## src/rtl/pnu_ce_reg_arbiter.sv

```systemverilog
// pnu_ce_reg_arbiter
//   Round-robin write arbiter in front of one shared WIDTH-bit register
//   built from clock-enabled flops. Each grant lasts one cycle. The
//   winner's word is loaded only if it still requests in that cycle and
//   no clear is pending.
//
// Ports
//   clock  in   rising-edge clock
//   reset  in   asynchronous active-high reset
//   clr    in   synchronous clear of q / q_vld (owner and rr pointer kept)
//   req    in   [NREQ]        level requests, bit i = requester i
//   data   in   [NREQ*WIDTH]  requester i word at data[i*WIDTH +: WIDTH]
//   ack    out  [NREQ]        one-hot, high in the cycle a word is loaded
//   q      out  [WIDTH]       shared register
//   q_vld  out                q holds a loaded word since reset/clr
//   owner  out  [log2 NREQ]   requester of the last load
//   busy   out                high while in GRANT
module pnu_ce_reg_arbiter #(
  parameter int NREQ  = 4,
  parameter int WIDTH = 8
) (
  input  logic                    clock,
  input  logic                    reset,
  input  logic                    clr,
  input  logic [NREQ-1:0]         req,
  input  logic [NREQ*WIDTH-1:0]   data,
  output logic [NREQ-1:0]         ack,
  output logic [WIDTH-1:0]        q,
  output logic                    q_vld,
  output logic [$clog2(NREQ)-1:0] owner,
  output logic                    busy
);
  localparam int IW = $clog2(NREQ);

  localparam logic [0:0] ST_IDLE  = 1'b0;
  localparam logic [0:0] ST_GRANT = 1'b1;

  logic [0:0]      r_state;
  logic [IW-1:0]   r_gnt;
  logic [IW-1:0]   r_rr_ptr;
  logic [IW-1:0]   r_owner;
  logic [WIDTH-1:0] r_q;
  logic            r_vld;

  logic [IW-1:0]   w_win;
  logic [NREQ-1:0] w_ack;
  logic            w_ce;
  logic [WIDTH-1:0] w_data;

  // Winner = first set request above rr_ptr, wrapping. Walk the offsets
  // from farthest to nearest so the nearest hit is the last assignment.
  always_comb begin
    int idx;
    w_win = r_rr_ptr;
    for (int k = NREQ; k >= 1; k--) begin
      idx = int'(r_rr_ptr) + k;
      if (idx >= NREQ) idx = idx - NREQ;
      if (req[idx]) w_win = IW'(idx);
    end
  end

  // Ack is combinational so a withdrawn request or a clr in the grant
  // cycle kills the load on the same edge.
  always_comb begin
    w_ack = '0;
    if (r_state == ST_GRANT && req[r_gnt] && !clr) w_ack[r_gnt] = 1'b1;
  end

  assign w_ce = |w_ack;

  always_comb begin
    w_data = '0;
    for (int i = 0; i < NREQ; i++)
      if (r_gnt == IW'(i)) w_data = data[i*WIDTH +: WIDTH];
  end

  always_ff @(posedge clock or posedge reset) begin
    if (reset) begin
      r_state  <= ST_IDLE;
      r_gnt    <= '0;
      r_rr_ptr <= IW'(NREQ-1);
      r_owner  <= '0;
      r_q      <= '0;
      r_vld    <= 1'b0;
    end else begin
      if (clr) begin
        r_q   <= '0;
        r_vld <= 1'b0;
      end else if (w_ce) begin
        r_q      <= w_data;
        r_vld    <= 1'b1;
        r_owner  <= r_gnt;
        r_rr_ptr <= r_gnt;
      end
      case (r_state)
        ST_IDLE: begin
          if (!clr && |req) begin
            r_gnt   <= w_win;
            r_state <= ST_GRANT;
          end
        end
        default: r_state <= ST_IDLE;
      endcase
    end
  end

  assign ack   = w_ack;
  assign q     = r_q;
  assign q_vld = r_vld;
  assign owner = r_owner;
  assign busy  = (r_state == ST_GRANT);

endmodule

```

## config.mk

```make
export PLATFORM = sky130hd
export DESIGN_NAME = pnu_ce_reg_arbiter
export DESIGN_NICKNAME = d
export VERILOG_FILES = /design/src/rtl/pnu_ce_reg_arbiter.sv
export SDC_FILE = /design/constraint.sdc
export NUM_CORES = 1
export LEC_CHECK = 0
export BUFFER_PORTS_ARGS = -buffer_cell sky130_fd_sc_hd__buf_2
export CAP_MARGIN = 20
export CORE_ASPECT_RATIO = 0.9
export CORE_UTILIZATION = 46
export CTS_BUF_LIST = sky130_fd_sc_hd__clkbuf_8
export CTS_CLUSTER_SIZE = 30
export DETAILED_ROUTE_END_ITERATION = 8
export PLACE_DENSITY = 0.82
export SYNTH_ARGS = -nofsm -noshare
export SYNTH_HDL_FRONTEND = slang
export SYNTH_SLANG_ARGS = --single-unit
```

## constraint.sdc

```tcl
create_clock -name clock -period 1.7 [get_ports clock]
set_clock_uncertainty 0.2 [all_clocks]
set_input_delay 0.085 -clock clock [delete_from_list [all_inputs] [get_ports clock]]
set_output_delay 0.085 -clock clock [all_outputs]
set_load 0.05 [all_outputs]
```

==> results by group <==
Route
  • DRC: 0
  • Avg WL per Cell: 15.2 um
  • Vias per cell: between 5 and 6
  • Antenna Nets Post-Route: 0
  • Final WL: 2660 um
  • Via count: 944
  • Initial DRC Count: 38
  • 1st-pass router iterations: 4

Power
  • Int Power: 0.00122 W
  • Leak: 0.715 nW
  • Total chip power: 0.00206 W
  • Sequential power share: 0.306
  • Sw power: 0.000846 W
  • Clock network power share: 0.165
  • VDD IR max: 919 uV
  • Gate power share: 0.529
  • Switching share of power: 0.410
  • Pwr dens: 1430 nW/um2

Clock network
  • H-tree depth: 1
  • Clk_lat worst skew: 0.25 ns
  • CTS buffer count: 3
  • CTS root buffer: clkbuf_8
  • Longest Clk Path Bufs: 2
  • CTS sink count: 16
  • Clock slew at reported path FFs: ~0.07 ns
  • CTS tree: built

Synthesis
  • Predominant post-synthesis flop cell: dfrtp_1
  • Post-synth EDFFs: 0
  • Commonest cells in the netlist: dfrtp_1, nor2_1, mux2i_1
  • Average instance area after synthesis: between 10 and 15 um2
  • Gate Count Post-Synth: 89
  • Mapped Area: 1030 um2
  • Top cell type's share of synthesized area: 0.341
  • Syn. warnings: 0
  • Area contributors post-synth: dfrtp_1, mux4_2, mux2i_1
  • Seq/Total Area, Yosys: 0.393
  • Synth unique cells: 26
  • Ys async rst share: 1.00
  • Yosys top cell by area: dfrtp_1
  • Synth Net Count: 128
  • Seq cells post-synth: 16

Job
  • Max-cap violations: 0

Global route
  • First-pass GRT wire length: about 3900 um
  • Gr usage total: 0.226
  • Initial antenna violation count: 0
  • Pin count of the biggest net entering global routing: 17
  • Vias in the first global route: between 800 and 900
  • GRT Residual Overflow: 0

Floorplanning
  • DIE WIDTH: 51.8 um
  • Initial cell density of the core: 0.511
  • Num rows: 15
  • Die area: ~2400 um2
  • Die H: around 47 um
  • Core Area: roughly 2000 um2
  • Io pins: 55

Worst setup path
  • Highest-delay cell along the critical path: dfrtp_2
  • Crit-path max cell delay: 0.46 ns
  • CP endpoint kind: register
  • Crit path kind: reg2reg
  • CP Depth: 5
  • Critical Path AT: 1.61 ns
  • Crit-path leading delay family: flip-flops
  • Most common cell on crit path: mux2i_1
  • Required @ worst endpoint: 1.62 ns
  • Worst-case reg-to-reg path depth: 5
  • Sum of buffers and inverters on the critical path: 1
  • CP Max Fanout: 9
  • CP Launch Type: register
  • CP Cell Sequence: mux2i_1 > o22ai_1 > buf_4 > mux2i_1 > nor2_1

Placement
  • DP Worst Slack: -0.0504 ns
  • Routability cong.: 0.780
  • I/O Buffers: 54
  • Dpl hpwl: 1960 um
  • Post-DP Area: 1350 um2

Timing
  • Final setup viols: 0
  • Worst Tran Pin Value: 0.618 ns
  • RSZ-0062 raised after global routing: yes
  • Max-slew violation count: 0
  • Normalized max-slew margin: 0.587
  • Final period utilization: 0.990
  • Hold WS: 0.0432 ns
  • Setup ws final: 0.0163 ns
  • Setup tns final: 0 ns
  • Fin. Hold Viols: 0
  • Final min period: ~1.7 ns
  • Max Fclk: a little under 600 MHz

Cells and area
  • Final instance area: ~1400 um2
  • Share of layout cells above drive strength 1: 0.593
  • Filler Cell Count: 158
  • P&R area growth vs syn: 41.0%
  • Final-stage net count: 190
  • N_diodes: 0

Outcome
  • Status: completed

Worst hold path
  • Worst min path class: in2reg
  • Hold Path Depth: 3
## power by group through the flow
stage | clock network (W) | registers (W) | logic, W
global placement | 0 | 0.000618 | 0.00103
global route | 0.000359 | 0.000648 | 0.00117
detailed placement | 0 | 0.000627 | 0.00106
floorplan | 0 | 0.000802 | 0.000667
CTS | 0.000351 | 0.000622 | 0.00107
finish | 0.000340 | 0.000631 | 0.00109
## area by class of cell
cell class	count	area, um2	share of cell area
inverters	3	11.3	0.00779
flip-flops and latches	16	407	0.281
repair buffers	63	363	0.251
well taps	25	31.3	0.0216
multi-input cells	64	579	0.401
clock buffers	4	55.1	0.0381
## stage by stage
step	instances	utilization
floorplan	89	-
global placement	168	0.670
detailed placement	168	0.670
CTS	175	0.717
global route	175	0.720
finish	175	0.720
## cells by family after synthesis
kind of cell	synth area share
simple gates	0.139
mux	0.339
buf+inv	0.0622
compound gates	0.0671
flops	0.393
## flip-flops by register name, indices dropped and copies added (netlist names)
signal    count
r_rr_ptr      2
owner         2
r_gnt         2
q             8
busy          1
q_vld         1
## layer usage
layer / track usage / up-vias / routed length, um
met1: 0.247 / 456 / 1040
met3: 0.0421 / 4 / 163
met5: 0 / - / 0
met4: 0.108 / 0 / 21
li1: - / 438 / -
met2: 0.434 / 46 / 1440
## tightest hold or removal path: stages
cell and delay [ns]:
buf_2 0.15, a211o_1 0.16, inv_1 0.06
## placed cells by master (no fill, tap or decap), types with 4 or more instances in the layout
master,count
buf_2,50
mux4_2,8
clkbuf_8,4
buf_4,5
dfrtp_1,11
o21ai_0,4
mux2i_1,10
nor2_1,13
nand2b_1,4
mux2_2,5
nand2_1,7
## what timing repair did
item / in CTS / in global routing
pin swaps: 0 / 2
endpoints found under the setup margin: 7 / 11
hold buffers: 3 / 0
resized for setup: 4 / 9
hold endpoints to repair: 22 / 0
setup buffers: 0 / 0
## worst paths after layout
check | startpoint | to | slack (ns)
max | r_gnt[0]$_DFFE_PP0P_ | q[1]$_DFFE_PP0P_ | 0.02
min | clr | busy$_DFF_PP0_ | 0.04
max reg2reg | r_gnt[0]$_DFFE_PP0P_ | q[1]$_DFFE_PP0P_ | 0.02
min reg2reg | owner[0]$_DFFE_PP0P_ | owner[0]$_DFFE_PP0P_ | 0.31
max in group asynchronous | reset | r_gnt[0]$_DFFE_PP0P_ | 0.61
min in group asynchronous | reset | q[7]$_DFFE_PP0P_ | 0.26
(Power assumes the default switching activity.)
